$ cat config.mk
export PLATFORM = sky130hd
export DESIGN_NAME = e603_subsys_irq_router
export DESIGN_NICKNAME = d
export VERILOG_FILES = /design/src/rtl/e603_subsys_irq_router.sv
export SDC_FILE = /design/constraint.sdc
export NUM_CORES = 1
export LEC_CHECK = 0
export CORE_MARGIN = 5
export CORE_UTILIZATION = 38
export CTS_BUF_LIST = sky130_fd_sc_hd__clkbuf_16
export CTS_CLUSTER_DIAMETER = 120
export DETAILED_ROUTE_END_ITERATION = 7
export PLACE_DENSITY = 0.79
export SLEW_MARGIN = 40
export SYNTH_ARGS = -nofsm -noshare
export SYNTH_HDL_FRONTEND = slang
export SYNTH_SLANG_ARGS = --single-unit
$ cat constraint.sdc
create_clock -name clk -period 1.81 [get_ports clk]
set_input_delay 0.362 -clock clk [delete_from_list [all_inputs] [get_ports clk]]
set_output_delay 0.362 -clock clk [all_outputs]
set_load 0.03 [all_outputs]
$ cat src/rtl/e603_subsys_irq_router.sv
// e603_subsys_irq_router
// Interrupt router/conditioner between the E603 peripheral interrupt sources
// and the core's external interrupt vector. Every source is synchronised into
// clk, optionally converted into a sticky rising-edge pending bit, gated by a
// per-source enable, and placed at its primary slot plus an optional mirror
// slot of a registered output vector.
module e603_subsys_irq_router #(
  parameter int SRC_NUM     = 9,
  parameter int OUT_NUM     = 51,
  parameter int SYNC_STAGES = 2,
  parameter int MIRROR_BASE = 32,
  parameter int MIRROR_NUM  = 7
) (
  input  logic               clk,
  input  logic               rst,
  input  logic [SRC_NUM-1:0] src_irq,
  input  logic [SRC_NUM-1:0] src_en,
  input  logic [SRC_NUM-1:0] src_edge,
  input  logic [SRC_NUM-1:0] pend_clr,
  output logic [SRC_NUM-1:0] pend_o,
  output logic [OUT_NUM-1:0] irq_out
);

  // Reject illegal configurations at elaboration time.
  if (SRC_NUM < 1 || SRC_NUM > 32) begin : g_bad_src_num
    $error("e603_subsys_irq_router: SRC_NUM must be in 1..32");
  end
  if (SYNC_STAGES < 1 || SYNC_STAGES > 3) begin : g_bad_sync
    $error("e603_subsys_irq_router: SYNC_STAGES must be in 1..3");
  end
  if (MIRROR_NUM < 0 || MIRROR_BASE < 0) begin : g_bad_neg
    $error("e603_subsys_irq_router: MIRROR_NUM and MIRROR_BASE must be non-negative");
  end
  if (SRC_NUM > MIRROR_BASE) begin : g_bad_base
    $error("e603_subsys_irq_router: SRC_NUM must not exceed MIRROR_BASE");
  end
  if (MIRROR_NUM > SRC_NUM) begin : g_bad_mnum
    $error("e603_subsys_irq_router: MIRROR_NUM must not exceed SRC_NUM");
  end
  if (MIRROR_BASE + MIRROR_NUM > OUT_NUM) begin : g_bad_out
    $error("e603_subsys_irq_router: mirror region exceeds OUT_NUM");
  end

  logic [SRC_NUM-1:0] r_sync [SYNC_STAGES];
  logic [SRC_NUM-1:0] r_prev;
  logic [SRC_NUM-1:0] r_pend;
  logic [OUT_NUM-1:0] r_irq_out;

  logic [SRC_NUM-1:0] w_s;
  logic [SRC_NUM-1:0] w_rise;
  logic [SRC_NUM-1:0] w_pend_nxt;
  logic [SRC_NUM-1:0] w_v;
  logic [OUT_NUM-1:0] w_irq_nxt;

  // ---- stage boundary: raw sources -> synchronised s[] ----
  // Synchroniser chain; the last stage is the clean source value.
  always_ff @(posedge clk or posedge rst) begin
    if (rst) begin
      for (int st = 0; st < SYNC_STAGES; st++) begin
        r_sync[st] <= '0;
      end
    end else begin
      r_sync[0] <= src_irq;
      for (int st = 1; st < SYNC_STAGES; st++) begin
        r_sync[st] <= r_sync[st-1];
      end
    end
  end

  assign w_s = r_sync[SYNC_STAGES-1];

  // ---- stage boundary: s[] -> previous value p[] and pending ----
  // Rise detect and pending next state. Set beats clear; a disabled or
  // level-mode source never keeps a pending event.
  always_comb begin
    w_rise     = w_s & ~r_prev;
    w_pend_nxt = src_en & src_edge & (w_rise | (r_pend & ~pend_clr));
  end

  // Previous-value flop for rise detection and the sticky pending bits.
  always_ff @(posedge clk or posedge rst) begin
    if (rst) begin
      r_prev <= '0;
      r_pend <= '0;
    end else begin
      r_prev <= w_s;
      r_pend <= w_pend_nxt;
    end
  end

  // ---- stage boundary: pending/level value -> registered output vector ----
  // Select per-source value and place it at its primary and mirror slots;
  // every other output bit is a hard zero.
  always_comb begin
    w_v       = src_en & ((src_edge & r_pend) | (~src_edge & w_s));
    w_irq_nxt = '0;
    for (int i = 0; i < SRC_NUM; i++) begin
      w_irq_nxt[i] = w_v[i];
    end
    for (int k = 0; k < MIRROR_NUM; k++) begin
      w_irq_nxt[MIRROR_BASE + k] = w_v[k];
    end
  end

  // Output register towards the core.
  always_ff @(posedge clk or posedge rst) begin
    if (rst) begin
      r_irq_out <= '0;
    end else begin
      r_irq_out <= w_irq_nxt;
    end
  end

  assign pend_o  = r_pend;
  assign irq_out = r_irq_out;

endmodule

==> flow_summary.toml <==
[run_status]
status = "finished clean"

[sta]
fin_crit_sh = 0.937
hold_slack_ps = 344
slew_viol_final = 0
final_hold_viol_count = 0
rsz0062_at_grt = "false"
fin_skew_ps = 2.65
layout_min_cycle_time_ps = 1700
setup_tns_ps = 0
finalSetupViolations = 0
fmax_ghz = 0.590

[die]
die_h_um = 78.6
die_x_um = 78.6
dieArea_um2 = 6170
start_util = 0.386
core_area_um2 = 4630
num_rows = 25
io_pins = 98

[detailed_routing]
vias_per_cell = 4.00
drtPass1Iterations = 4
ant_nets = 0
via_count = 1039
wl_um = 3140
routedWlPerCell_um = 12.1
drt_iter0_markers = 38
drc = 0

[run]
drv_cap = 0

[worst_hold_path]
hp-class = "flop to flop"
min_from = "r_sync[12]"

[clocking]
holdBufCountCts = 0
post_cts_resize_count = 0
htreeDepth = 2
insertion_delay_ps = 280
cts.reportedPaths.clkPinSlew_ps = 60
clock-root-buffer = "clkbuf_16"
clock_path_buffers = 2
cts-buffers-inserted = 5
cts_setup_buffers = 0
cts_tree = "done"
cts_sinks = 45

[layout]
fin_util = 0.534
layout-drive-gt1-share = 0.0388
synthToLayoutAreaGrowth_pct = 38.2
final_area_um2 = 2470
num_antenna_cells = 0
num-nets-final = 243

[grt]
grt_pass1_wl_um = 4820
use_met1 = 0.111
grt_util_met2 = 0.173
grt.overflow.total = 0
grt_max_degree = 46
use_met3 = 0.0356
grt-busiest-layer = "met2"
track_usage = 0.100
antenna_found_initial = 0
grt_pass1_vias = 1056

[worst_setup_path]
start_kind = "flop"
end_kind = "primary output"
critPathTopFamily = "buffers and inverters"
worstSetupPathType = "flop to primary output"
crit_path_cell_trace = "clkdlybuf4s50_1"
crit_fanout = 3
slowest_delay_ps = 680
worstPathArrival_ps = 1330
required_ps = 1450
path_buf_inv = 1
crit_slowest_cell = "clkdlybuf4s50_1"
crit_path_start = "pend_o[6]"
rr_startpoint = "pend_o[6]"

[synth]
yosys_warnings = 0
ys_types = 9
synth_area_leaders = "dfrtp_1 (63%), buf_4 (18%), nand2b_1 (6.3%)"
synthCells = 143
syn_avg_cell_area_um2 = 12.5
synth_top_area_frac = 0.630
ys_ff_latch = 45
synth_top_area_cell = "dfrtp_1"
syn_area_um2 = 1790
synth-seq-area-share = 0.630

[placed_design]
port_buffers = 62
hpwlAfterDp_um = 2480
place_congestion = 0.712
place_area_um2 = 2310

[power]
power_mw = 2.39
leakage_nw = 1.13
power_density_nw_per_um2 = 968
irDropWorstVdd_uv = 355
[synth_stat cells, drive strengths merged]
master	count
buf	42
dfrtp	45
nand2	9
inv	1
conb	1
a21oi	9
mux2i	9
nor2b	9
nand2b	18
[cell families after synthesis]
kind of cell | Yosys count | share of synthesized area
compound gates | 9 | 0.0252
buf+inv | 43 | 0.179
flops | 45 | 0.630
mux | 9 | 0.0504
other cells | 1 | 0.00210
simple gates | 36 | 0.113
[final timing paths]
check / end / slack, ps / depth (start not counted)
worst max-delay path: pend_o[6] / 110 / 1
worst min-delay path: w_s[3] / 340 / 0
worst max register to register: irq_out[6] / 1090 / 2
worst min register to register: w_s[3] / 340 / 0
max in group asynchronous: pend_o[7] / 1170 / 3
min in group asynchronous: pend_o[4] / 420 / 3
[registers in the layout, indices dropped and copies added, names as in the netlist]
register,cells
pend_o,9
w_s,9
r_sync,9
irq_out,9
r_prev,9
[layout by cell type (no fill, tap or decap)]
cell,n
nand2b_1,18
buf_12,1
clkdlybuf4s50_1,62
clkbuf_16,5
inv_2,1
clkinv_1,1
nor2b_1,9
bufinv_16,1
inv_1,1
a21oi_1,9
conb_1,35
nand2_1,9
mux2i_1,9
dfrtp_1,45
[report_power, final]
part | switching [mW] | leakage [nW] | internal, mW
combinational | 0.203 | 0.487 | 0.138
clock | 0.338 | 0.0826 | 0.640
sequential | 0.0209 | 0.558 | 1.05
[worst register-to-register path, stage by stage, from the launching register on]
cell and delay [ps]:
dfrtp_1 400, mux2i_1 150, nor2b_1 60
[layout make-up]
cell class              count  area, µm²
clock inverters             3       37.5
repair buffers             63        641
multi-input cells          89        469
clock buffers               5        125
flip-flops and latches     45       1130
inverters                   1       3.75
well taps                  54       67.6
fillers                   421       2160
[per-stage QoR]
stage,std cells,setup WS (ps)
floorplan,177,389
detailed placement,252,397
finish,260,114
global route,260,58.9
global placement,252,420
CTS,260,94.6
[metal layers]
layer  routed length (µm)  vias to the layer above
met5                    0                        -
met4                   27                        0
met3                  314                        5
met2                 1630                       55
met1                 1170                      485
li1                     -                      494
No activity file was read; power rests on OpenSTA's default activity.
